[config.mk]
export PLATFORM = sky130hd
export DESIGN_NAME = tx_burst_scheduler
export DESIGN_NICKNAME = d
export VERILOG_FILES = /design/src/rtl/tx_burst_scheduler.sv
export SDC_FILE = /design/constraint.sdc
export NUM_CORES = 1
export LEC_CHECK = 0
export ABC_AREA = 1
export ABC_CLOCK_PERIOD_IN_PS = 3410
export CORE_MARGIN = 10
export CORE_UTILIZATION = 56
export CTS_BUF_LIST = sky130_fd_sc_hd__clkbuf_16
export CTS_CLUSTER_SIZE = 28
export DETAILED_ROUTE_END_ITERATION = 7
export GPL_TIMING_DRIVEN = 0
export PLACE_DENSITY = 0.82
export SETUP_SLACK_MARGIN = 0.1
export SYNTH_ARGS = -nofsm -noshare
export SYNTH_HDL_FRONTEND = slang
export SYNTH_SLANG_ARGS = --single-unit
[constraint.sdc]
create_clock -name clk -period 3.41 [get_ports clk]
set_input_delay 0.5115 -clock clk [delete_from_list [all_inputs] [get_ports clk]]
set_output_delay 0.5115 -clock clk [all_outputs]
set_load 0.05 [all_outputs]
[src/rtl/tx_burst_scheduler.sv]
// tx_burst_scheduler
// Ping-pong buffer scheduler for the double-buffered I2C master transmitter.
// It fetches words over a ready/valid handshake, alternates them between two
// transmit buffers, strobes the per-buffer load and shift enables, counts bits
// per word and words per burst, and waits for the slave acknowledge between
// words. While one buffer shifts, the other is prefetched so that an accepted
// ACK can be followed by the next word without a bubble.
//
// Optional feature: define TXSCHED_ACK_TIMEOUT_EN to abort a burst (err=1)
// after 255 consecutive ACK cycles without a slave response. Without the
// macro, ACK waits indefinitely and no timeout counter exists.

module tx_burst_scheduler #(
   parameter int CNT_W = 6
) (
   input  logic             clk,
   input  logic             rst,
   input  logic             start,
   input  logic [CNT_W-1:0] size,
   input  logic [CNT_W-1:0] burst,
   input  logic             data_valid,
   output logic             ready_data,
   output logic             load_buf0,
   output logic             load_buf1,
   output logic             shift_buf0,
   output logic             shift_buf1,
   output logic             wait_ack,
   input  logic             ack_valid,
   input  logic             nack,
   output logic             busy,
   output logic             done,
   output logic             err,
   output logic [CNT_W-1:0] word_cnt
);

   typedef enum logic [2:0] {
      IDLE  = 3'd0,
      PRIME = 3'd1,
      SHIFT = 3'd2,
      ACK   = 3'd3,
      STALL = 3'd4,
      DONE  = 3'd5
   } state_t;

   state_t           stateQ, stateD;

   // Burst configuration captured when the burst starts
   logic [CNT_W-1:0] lastBitQ, lastBitD;
   logic [CNT_W-1:0] burstQ, burstD;

   // Progress counters
   logic [CNT_W-1:0] bitCntQ, bitCntD;
   logic [CNT_W-1:0] wordCntQ, wordCntD;
   logic [CNT_W-1:0] loadedQ, loadedD;

   // Buffer occupancy, which buffer is current, and the abort cause
   logic             full0Q, full0D;
   logic             full1Q, full1D;
   logic             curQ, curD;
   logic             errQ, errD;

`ifdef TXSCHED_ACK_TIMEOUT_EN
   logic [7:0]       ackWaitQ, ackWaitD;
`endif

   logic [CNT_W-1:0] sizeEff;
   logic             fullOther;
   logic             accept;

   // A programmed size of zero means a full 32-bit word
   assign sizeEff   = (size == '0) ? CNT_W'(32) : size;

   // Occupancy of the buffer that is not currently being shifted
   assign fullOther = curQ ? full0Q : full1Q;

   assign word_cnt  = wordCntQ;
   assign busy      = (stateQ != IDLE) && (stateQ != DONE);

   // Next-state, counter updates and strobes for the whole scheduler
   always_comb begin
      stateD     = stateQ;
      lastBitD   = lastBitQ;
      burstD     = burstQ;
      bitCntD    = bitCntQ;
      wordCntD   = wordCntQ;
      loadedD    = loadedQ;
      full0D     = full0Q;
      full1D     = full1Q;
      curD       = curQ;
      errD       = errQ;
`ifdef TXSCHED_ACK_TIMEOUT_EN
      ackWaitD   = ackWaitQ;
`endif
      ready_data = 1'b0;
      load_buf0  = 1'b0;
      load_buf1  = 1'b0;
      shift_buf0 = 1'b0;
      shift_buf1 = 1'b0;
      wait_ack   = 1'b0;
      done       = 1'b0;
      err        = 1'b0;
      accept     = 1'b0;

      // Prefetch into the idle buffer while the current word shifts or waits
      // for its acknowledge; the load always targets the non-current buffer
      // so it can never collide with a shift.
      if ((stateQ == SHIFT) || (stateQ == ACK)) begin
         ready_data = !fullOther && (loadedQ < burstQ);
         accept     = ready_data && data_valid;
         if (accept) begin
            loadedD = loadedQ + CNT_W'(1);
            if (curQ) begin
               load_buf0 = 1'b1;
               full0D    = 1'b1;
            end else begin
               load_buf1 = 1'b1;
               full1D    = 1'b1;
            end
         end
      end

      case (stateQ)
         IDLE: begin
            if (start) begin
               lastBitD = sizeEff - CNT_W'(1);
               burstD   = burst;
               bitCntD  = '0;
               wordCntD = '0;
               loadedD  = '0;
               full0D   = 1'b0;
               full1D   = 1'b0;
               curD     = 1'b0;
               errD     = 1'b0;
               if (burst == '0) begin
                  stateD = DONE;
               end else begin
                  stateD = PRIME;
               end
            end
         end

         PRIME: begin
            ready_data = 1'b1;
            if (data_valid) begin
               load_buf0 = 1'b1;
               full0D    = 1'b1;
               curD      = 1'b0;
               loadedD   = CNT_W'(1);
               bitCntD   = '0;
               stateD    = SHIFT;
            end
         end

         SHIFT: begin
            if (curQ) begin
               shift_buf1 = 1'b1;
            end else begin
               shift_buf0 = 1'b1;
            end
            if (bitCntQ == lastBitQ) begin
               bitCntD = '0;
               if (curQ) begin
                  full1D = 1'b0;
               end else begin
                  full0D = 1'b0;
               end
               stateD = ACK;
`ifdef TXSCHED_ACK_TIMEOUT_EN
               ackWaitD = 8'd0;
`endif
            end else begin
               bitCntD = bitCntQ + CNT_W'(1);
            end
         end

         ACK: begin
            wait_ack = 1'b1;
            if (ack_valid) begin
               if (nack) begin
                  errD   = 1'b1;
                  stateD = DONE;
               end else begin
                  wordCntD = wordCntQ + CNT_W'(1);
                  if ((wordCntQ + CNT_W'(1)) == burstQ) begin
                     errD   = 1'b0;
                     stateD = DONE;
                  end else if (fullOther || accept) begin
                     // A word loaded in this very cycle counts as ready,
                     // otherwise STALL would fetch one word too many.
                     curD    = !curQ;
                     bitCntD = '0;
                     stateD  = SHIFT;
                  end else begin
                     stateD = STALL;
                  end
               end
`ifdef TXSCHED_ACK_TIMEOUT_EN
            end else if (ackWaitQ == 8'd254) begin
               errD   = 1'b1;
               stateD = DONE;
            end else begin
               ackWaitD = ackWaitQ + 8'd1;
`endif
            end
         end

         STALL: begin
            ready_data = 1'b1;
            if (data_valid) begin
               if (curQ) begin
                  load_buf0 = 1'b1;
                  full0D    = 1'b1;
               end else begin
                  load_buf1 = 1'b1;
                  full1D    = 1'b1;
               end
               loadedD = loadedQ + CNT_W'(1);
               curD    = !curQ;
               bitCntD = '0;
               stateD  = SHIFT;
            end
         end

         DONE: begin
            // word_cnt stays visible during the done pulse and is cleared,
            // with any prefetched word, as the scheduler returns to IDLE.
            done     = 1'b1;
            err      = errQ;
            bitCntD  = '0;
            wordCntD = '0;
            loadedD  = '0;
            full0D   = 1'b0;
            full1D   = 1'b0;
            curD     = 1'b0;
            errD     = 1'b0;
            stateD   = IDLE;
         end

         default: begin
            stateD = IDLE;
         end
      endcase
   end

   // State and counter registers, cleared asynchronously by reset
   always_ff @(posedge clk or posedge rst) begin
      if (rst) begin
         stateQ   <= IDLE;
         lastBitQ <= '0;
         burstQ   <= '0;
         bitCntQ  <= '0;
         wordCntQ <= '0;
         loadedQ  <= '0;
         full0Q   <= 1'b0;
         full1Q   <= 1'b0;
         curQ     <= 1'b0;
         errQ     <= 1'b0;
`ifdef TXSCHED_ACK_TIMEOUT_EN
         ackWaitQ <= 8'd0;
`endif
      end else begin
         stateQ   <= stateD;
         lastBitQ <= lastBitD;
         burstQ   <= burstD;
         bitCntQ  <= bitCntD;
         wordCntQ <= wordCntD;
         loadedQ  <= loadedD;
         full0Q   <= full0D;
         full1Q   <= full1D;
         curQ     <= curD;
         errQ     <= errD;
`ifdef TXSCHED_ACK_TIMEOUT_EN
         ackWaitQ <= ackWaitD;
`endif
      end
   end

endmodule
==> results.py <==
metrics = {
    "clocking": {
        "cts-htree-levels": 2,
        "clk_pin_slew_ps": 60,
        "clockRootBuffer": "clkbuf_16",
        "cts.sinks": 37,
        "cts_tree": "done",
        "hold_buffers": 0,
        "cts.path.max_buffers": 2,
        "clock_latency_ps": 280,
        "cts_made_buffers": 5,
    },
    "routing": {
        "vias": 2629,
        "drt_wl_total_um": 6580,
        "wl_per_cell_um": 14.0,
        "first_pass_iters": 5,
        "vias_per_cell": 5.58,
        "antenna_left": 0,
        "drt_iter0_markers": 232,
        "drc": 0,
    },
    "power": {
        "ir_worst_vdd_uv": 588,
        "p_int_w": 0.00150,
        "seq_power_share_pct": 24.7,
        "p_leak_nw": 1.65,
        "power_switching_w": 0.00130,
        "clkPwrFrac_pct": 21.5,
        "p_per_area_mw_per_mm2": 858,
        "combinationalPowerShare_pct": 53.8,
        "switching_share_pct": 46.5,
    },
    "timing": {
        "rsz0062_at_grt": "no",
        "slew_violations": 0,
        "finalClockSkew_ps": 3.65,
        "worst-slew-pin-transition_ps": 795,
        "hold_slack_ps": 521,
        "relSlewSlack_pct": 46.9,
        "timing.fmax_mhz": 334,
        "setup_tns_ps": 0,
        "period_needed_ps": 2990,
        "hold_viol": 0,
        "report.final.setup_viol": 0,
        "period_share_pct": 87.7,
    },
    "synthesis": {
        "ys_warn_count": 0,
        "ys_ff_latch": 37,
        "synth_fp_nets": 405,
        "synthCells": 378,
        "postSynthAreaPerCell_um2": 7.14,
        "netlist_area_mm2": 0.00270,
        "ys_types": 39,
        "yosysSeqAreaShare_pct": 34.3,
    },
    "final_layout": {
        "layout-drive-gt1-share_pct": 12.2,
        "area_delta_synth_final_pct": 21.1,
        "fillers": 382,
        "nets": 443,
        "multiInputGateArea_mm2": 0.00150,
        "ff_latch_area_um2": 926,
        "final_common_cell": "nand2_1",
        "num_antenna_cells": 0,
        "most-common-layout-cells": "nand2_1 (104), inv_1 (54), dfrtp_1 (37)",
    },
    "die": {
        "die_y_um": 89.4,
        "num_rows": 25,
        "top_level_ports": 33,
        "core_area_mm2": 0.00469,
        "die_area_mm2": 0.00800,
        "die_x_um": 89.4,
        "initial_core_util_pct": 57.5,
    },
    "worst_hold_path": {
        "min_from": "lastBitQ[1]$_DFFE_PP0P_",
        "min_path_cells": 2,
        "worstHoldEndpoint": "lastBitQ[1]$_DFFE_PP0P_",
        "min_path_type": "reg -> reg",
    },
    "worst_setup_path": {
        "start_kind": "flop",
        "path_class": "reg -> out",
        "r2r_cells": 14,
        "worstPathRequired_ps": 2900,
        "critPathMaxFanout": 4,
        "reg2reg_from": "word_cnt[1]$_DFFE_PP0P_",
        "critPathArrivalTime_ps": 2480,
        "critPathCaptureType": "output pin",
        "timing.rr.end": "bitCntQ[3]$_DFFE_PP0P_",
        "reg2reg_slack_ps": 1530,
    },
    "global_route": {
        "grt_pass1_vias": 2516,
        "track_usage_pct": 17.7,
        "grt_overflow": 0,
        "grt_max_degree": 38,
        "antenna_found_initial": 0,
        "grt_first_pass_wirelength_um": 11400,
    },
    "run": {
        "max-cap-violations": 0,
    },
    "placed_design": {
        "globalplace.congestion": 0.918,
        "port_buffers": 31,
        "dp_hpwl_um": 4970,
    },
    "outcome": {
        "outcome": "finished, final reports clean",
    },
}
## critical path, cell delays in order, from the launching register on
cell	delay [ps]
dfrtp_1	350
inv_1	70
ha_1	310
a21oi_1	160
nand2_1	80
nor2_2	140
nand2_1	130
a21oi_1	140
clkdlybuf4s50_1	820
## per-layer routing
| metal | track usage [%] | share of wire (%) | vias to the layer above |
|---|---|---|---|
| li1 | - | - | 1291 |
| met4 | 5.20 | 1.5 | 0 |
| met2 | 28.8 | 46 | 102 |
| met5 | 0 | 0 | - |
| met3 | 4.74 | 7.7 | 10 |
| met1 | 22.4 | 45 | 1226 |
## power groups by stage
stage / logic [W] / clock network, W / registers, W
global placement: 0.00145 / 0 / 0.000692
detailed placement: 0.00149 / 0 / 0.000695
finish: 0.00151 / 0.000602 / 0.000694
floorplan: 0.00113 / 0 / 0.000690
global route: 0.00168 / 0.000632 / 0.000710
CTS: 0.00150 / 0.000609 / 0.000690
## per-stage QoR
stage / total power (W) / area [um2] / cells / worst slack, ps / util, %
after global routing: 0.00302 / 3270 / 471 / 290 / 69.7
final: 0.00281 / 3270 / 471 / 419 / 69.7
after detailed placement: 0.00218 / 3080 / 463 / 555 / 65.6
after CTS: 0.00280 / 3270 / 471 / 226 / 69.6
after floorplan: 0.00182 / 2700 / 378 / 877 / -
after global placement: 0.00214 / 3080 / 463 / 570 / 65.6
## worst max-delay path by stage
stage	to	cells after the start	start
after global routing	load_buf1	7	loadedQ[3]$_DFF_PP0_
final	load_buf1	8	burstQ[5]$_DFFE_PP0P_
after CTS	load_buf0	9	burstQ[5]$_DFFE_PP0P_
after detailed placement	load_buf0	9	burstQ[5]$_DFFE_PP0P_
after global placement	load_buf0	7	data_valid
after floorplan	load_buf0	8	burstQ[5]$_DFFE_PP0P_
## cell type report
cell class	instances	area share, %
multi-input combinational	275	45.9
sequential	37	28.3
timing repair buffer	31	9.57
clock buffer	5	3.83
tap	54	2.07
clock inverter	3	1.99
inverter	59	6.77
buffer	7	1.57
## Yosys cell counts, drive strengths merged
library cell / count / area share [%]
dfrtp: 37 / 34
nor3: 1 / 0.19
nand3: 26 / 5.4
nor4b: 1 / 0.56
nor2: 40 / 7.4
o211ai: 1 / 0.28
buf: 5 / 1.6
xor2: 14 / 4.5
nand3b: 2 / 0.56
o31ai: 1 / 0.46
o21bai: 1 / 0.28
nand4: 6 / 1.4
a31oi: 1 / 0.23
o21ai: 27 / 5.6
o22ai: 7 / 1.6
or2: 1 / 0.23
ha: 9 / 4.2
nor4: 2 / 0.46
a22oi: 1 / 0.28
inv: 59 / 8.2
nor3b: 1 / 0.28
a21oi: 15 / 3.1
o221ai: 2 / 0.65
nand2: 114 / 17
xnor2: 2 / 0.65
clkbuf: 2 / 0.32
## state kept, by name, summed over array words and instances (netlist names)
signal and count:
full1Q 1, stateQ 3, lastBitQ 6, errQ 1, word_cnt 6, bitCntQ 6
burstQ 6, curQ 1, loadedQ 6, full0Q 1
## logic make-up after synthesis
group	share of synthesized area, %
simple gates	33.8
fa+ha+maj	4.17
xor+xnor	5.19
flops	34.3
buf+inv	10.1
compound gates	12.4
## repair_timing
action                     4_1_cts  5_1_grt
setup buffers                    0        0
setup endpoints to repair        0        1
gates resized for setup          0        1
No activity file was read; power rests on OpenSTA's default activity.
==> variant 1, RTL diff (same settings) <==
Re-encode `state_t` (6 states) as one-hot, 6 bits wide.
--- a/src/rtl/tx_burst_scheduler.sv
+++ b/src/rtl/tx_burst_scheduler.sv
@@ -34,11 +34,11 @@
 );
 
-   typedef enum logic [2:0] {
-      IDLE  = 3'd0,
-      PRIME = 3'd1,
-      SHIFT = 3'd2,
-      ACK   = 3'd3,
-      STALL = 3'd4,
-      DONE  = 3'd5
+   typedef enum logic [5:0] {
+      IDLE  = 6'b000001,
+      PRIME = 6'b000010,
+      SHIFT = 6'b000100,
+      ACK   = 6'b001000,
+      STALL = 6'b010000,
+      DONE  = 6'b100000
    } state_t;
 
Formal check against the unedited RTL: same outputs for any inputs over 10 cycles, from zero or initial values and one cycle with rst high; not proved beyond that.
==> variant 1 against the unedited design <==
Routed wire length grew 4.6%; clock power down 27%; cell area up 4.6%; total power is 16% lower; sequential cell count is 3 higher; area after synthesis grew 6.9%; core utilization shrank 1.8 points; worst setup slack worse by 0.087 ns; highest routed layer unchanged.
==> variant 1: results (changes against the unedited design) <==
metric,value,unit,change
status,finished clean,,
Root Buffer,clkbuf_16,,
post_cts resized,0,,unchanged
CP max stage cell,clkdlybuf4s50_1,,
GPL Wtd Cong,0.872,,-5.1%
Port Buf Inserts,31,,unchanged
antenna violations before repair,0,,unchanged
met1 usage in global routing,19.4,%,-3.0 points
setup bufs post-CTS,0,,unchanged
largest net degree at the start of global routing,41,,+7.9%
Synth area leaders,"dfrtp_1 (34%), nand2_1 (12%), inv_1 (6.4%), ha_1 (4.3%), xor2_1 (3.9%)",,
syn nets,406,,+0.25%
critical path arrival,2.57,ns,+0.09 ns
fraction of registers with async set or reset after synthesis,100,%,unchanged
number of diodes,0,,unchanged
gr usage total,16.8,%,-0.87 points
worst vdd ir,397,uV,-33%
placed insts,479,,+3.5%
CTS H-Tree Depth,2,,unchanged
final core occ,67.8,%,-1.8 points
fill count,430,,+13%
FF-to-FF path depth,10,,-4
NetSw,0.00108,W,-17%
routed length on met1,2910,um,-1.1%
"Seq/Total Area, Yosys",34.8,%,+0.44 points
Hold Path Cell Cnt,2,,unchanged
Fin. Hold Viols,0,,unchanged
Post-DP Area,0.00328,mm^2,+6.7%
final non-filler cell total,486,,+3.2%
Avg Inst Size Synth,7.63,um^2,+6.9%
met3 wire len,290,um,-43%
Met2 Wirelength,3600,um,+19%
Commonest cells post-synth,"nand2_1 (96), inv_1 (49), dfrtp_1 (39)",,
first-pass GRT wire length,12000,um,+5.7%
Leakage,1.70,nW,+2.5%
Longest Clk Path Bufs,2,,unchanged
routed vias/inst,5.38,,-3.7%
DP Wirelength,5350,um,+7.7%
CP peak stage delay,0.80,ns,-0.02 ns
share of layout cells above drive strength 1,13.0,%,+0.75 points
TNS Setup,0,ns,unchanged
clk_lat worst skew,0.28,ns,about the same
DR top layer,met4,,
GR Layer Usage met3,3.67,%,-1.1 points
# nets final,444,,+0.23%
number of global-route vias before repair,2618,,+4.1%
pre-CTS WS,0.438,ns,-0.117 ns
Top delay family on crit path,buffers and inverters,,
initial DRC count,138,,-41%
HP Class,reg2reg,,
Routed WL,6880,um,+4.6%
router iterations before antenna repair,4,,-1
Clock transition at path regs,0.06,ns,about the same
CP max FO,4,,unchanged
warning count from the yosys run,0,,unchanged
CTS buffer count,5,,unchanged
met2 usage,30.3,%,+1.6 points
Setup Skew,0.00580,ns,+0.00215 ns
Max transition margin,44.3,%,-2.6 points
Yosys cell types,38,,-2.6%
-- variant 1: changes by cell type in the layout (fill, tap and decap cells not counted), sizes merged, moves of 3 or more --
cell	unedited run	this run
o211ai	1	5
inv	59	55
nor3	1	4
nand2	114	105
nand4	6	10
-- variant 1: area by class of cell --
class	instances	area share [%]
plain buffers	3	0.439
clock buffers	5	3.66
clock inverters	2	0.256
inverters	55	6.44
multi-input cells	280	48.1
flip-flops and latches	40	29.3
well taps	70	2.56
repair buffers	31	9.22
-- variant 1: final timing paths --
kind,start,end,slack (ns)
max,burstQ[5]$_DFFE_PP0P_,ready_data,0.33
min in group asynchronous,rst,loadedQ[2]$_DFF_PP0_,0.72
max in group asynchronous,rst,bitCntQ[5]$_DFFE_PP0P_,2.16
min reg2reg,errQ$_DFFE_PP0P_,errQ$_DFFE_PP0P_,0.50
min,errQ$_DFFE_PP0P_,errQ$_DFFE_PP0P_,0.50
max reg2reg,burstQ[5]$_DFFE_PP0P_,curQ$_DFFE_PP0P_,1.47
-- variant 1: power by group through the flow --
stage	sequential, W	clock [W]	combinational [W]
5_1_grt	0.000742	0.000461	0.00134
3_5_place_dp	0.000728	0	0.00118
3_3_place_gp	0.000722	0	0.00114
2_1_floorplan	0.000705	0	0.000923
4_1_cts	0.000722	0.000444	0.00119
6_report	0.000723	0.000440	0.00119
-- variant 1: logic make-up after synthesis --
| family | Yosys count | share of synthesized area (%) |
|---|---|---|
| flops | 40 | 34.8 |
| compound gates | 57 | 11.8 |
| xor+xnor | 17 | 5.16 |
| simple gates | 196 | 35.8 |
| fa+ha+maj | 10 | 4.34 |
| buf+inv | 58 | 8.16 |
==> variant 2, RTL diff (same flow settings) <==
Without the edit above. Change the parameter `CNT_W` from 6 to 4.
--- a/src/rtl/tx_burst_scheduler.sv
+++ b/src/rtl/tx_burst_scheduler.sv
@@ -12,5 +12,5 @@
 
 module tx_burst_scheduler #(
-   parameter int CNT_W = 6
+   parameter int CNT_W = 4
 ) (
    input  logic             clk,
Ports: changed (resized burst, size and word_cnt); port bits go from 33 to 27. The function was not compared with the original's and may differ.
==> variant 2 against the unedited design <==
Cell area fell by 30%; worst setup slack got worse by 0.13 ns; highest routed layer unchanged; worst hold slack got worse by 0.0038 ns; area after synthesis fell by 29%; count of clock-buffer cells in the layout fell by 2; sequential cell count fell by 10; critical path type unchanged; total power fell by 31%; first-iteration DRC count fell by 66%; routed wire length fell by 34%; final cell count fell by 26%.
==> variant 2: results (changes against the unedited design) <==
metric,value,unit,change
status,finished clean,,
"Seq/Total Area, Yosys",35.3,%,+1.0 points
Met2 Wirelength,2120,um,-30%
Clk power,0.000282,W,-53%
CP max FO,6,,+2
Layout clock buffers,3,,-2
Sink Count,27,,-27%
# nets final,323,,-27%
met2 usage,25.5,%,-3.3 points
CTS H-Tree Depth,1,,-1
Register Area,676,um^2,-27%
initial DRC count,78,,-66%
pre-CTS WS,0.525,ns,-0.0297 ns
Seq group,0.000509,W,-27%
syn nets,293,,-28%
gr usage total,14.6,%,-3.2 points
Fmax,321,MHz,-4.1%
GR Layer Usage met3,2.85,%,-1.9 points
first-pass GRT wire length,7580,um,-33%
pwr/cell area,846,mW/mm^2,-1.5%
Reg2Reg Setup Slack,1.58,ns,+0.05 ns
comb_multi_in,200,,-27%
fraction of area in multi-input gates,46.1,%,+0.20 points
bufs w/o clock,28,,-26%
Max transition margin,29.6,%,-17 points
final-layout non-clock buffer area share,11.6,%,+0.44 points
average wire per standard cell,12.5,um,-10%
Yosys cell types,35,,-10%
met1 usage in global routing,17.8,%,-4.7 points
Synth area leaders,"dfrtp_1 (35%), nand2_1 (16%), inv_1 (5.7%), ha_1 (4.6%), nand3_1 (4.2%)",,
number of non-clock inverters in the layout,42,,-29%
share of layout cells above drive strength 1,12.0,%,-0.27 points
largest net degree at the start of global routing,28,,-26%
CP peak stage delay,0.79,ns,-0.03 ns
Commonest cells post-synth,"nand2_1 (81), inv_1 (29), dfrtp_1 (27)",,
routed length on met1,1990,um,-32%
Clock transition at path regs,0.08,ns,+0.02 ns
worst vdd ir,503,uV,-15%
[variant 2: cell types whose count changed after synthesis, sizes merged, moves of 4 or more]
| cell | delta |
|---|---|
| a21oi | -8 |
| dfrtp | -10 |
| inv | -18 |
| nand2 | -27 |
| nand3 | -9 |
| nor2 | -12 |
| o21ai | -4 |
| xor2 | -5 |
[variant 2: per-stage QoR]
step,cell area (um^2),total power [W],hold WS [ns],instances
finish,2300,0.00195,0.518,347
floorplan,1910,0.00139,0.447,272
global placement,2220,0.00164,0.464,343
global route,2300,0.00211,0.540,347
CTS,2300,0.00195,0.513,347
detailed placement,2220,0.00166,0.475,343
[variant 2: worst max-delay path, delay by kind of cell (launching register included)]
kind	cells	cell delay [ns]
adder cells (fa/ha/maj)	1	0.33
flip-flops	1	0.35
AND/OR/NAND/NOR	2	0.41
AO/OA/AOI/OAI	2	0.30
buffers and inverters	3	0.93
[variant 2: final timing paths]
kind	from	end	cells after the start
worst min-delay path	lastBitQ[2]$_DFFE_PP0P_	lastBitQ[2]$_DFFE_PP0P_	2
min in group asynchronous	rst	lastBitQ[0]$_DFFE_PP0P_	2
max in group asynchronous	rst	loadedQ[0]$_DFF_PP0_	2
worst max-delay path	burstQ[3]$_DFFE_PP0P_	load_buf1	8
worst min register to register	lastBitQ[2]$_DFFE_PP0P_	lastBitQ[2]$_DFFE_PP0P_	2
worst max register to register	word_cnt[0]$_DFFE_PP0P_	bitCntQ[0]$_DFFE_PP0P_	11
[variant 2: kinds of logic after synthesis]
| kind of cell | count (synthesis) | synth area share [%] |
|---|---|---|
| compound gates | 41 | 13.3 |
| xor+xnor | 10 | 4.58 |
| fa+ha+maj | 7 | 4.58 |
| buf+inv | 45 | 9.16 |
| flops | 27 | 35.3 |
| simple gates | 142 | 33.1 |
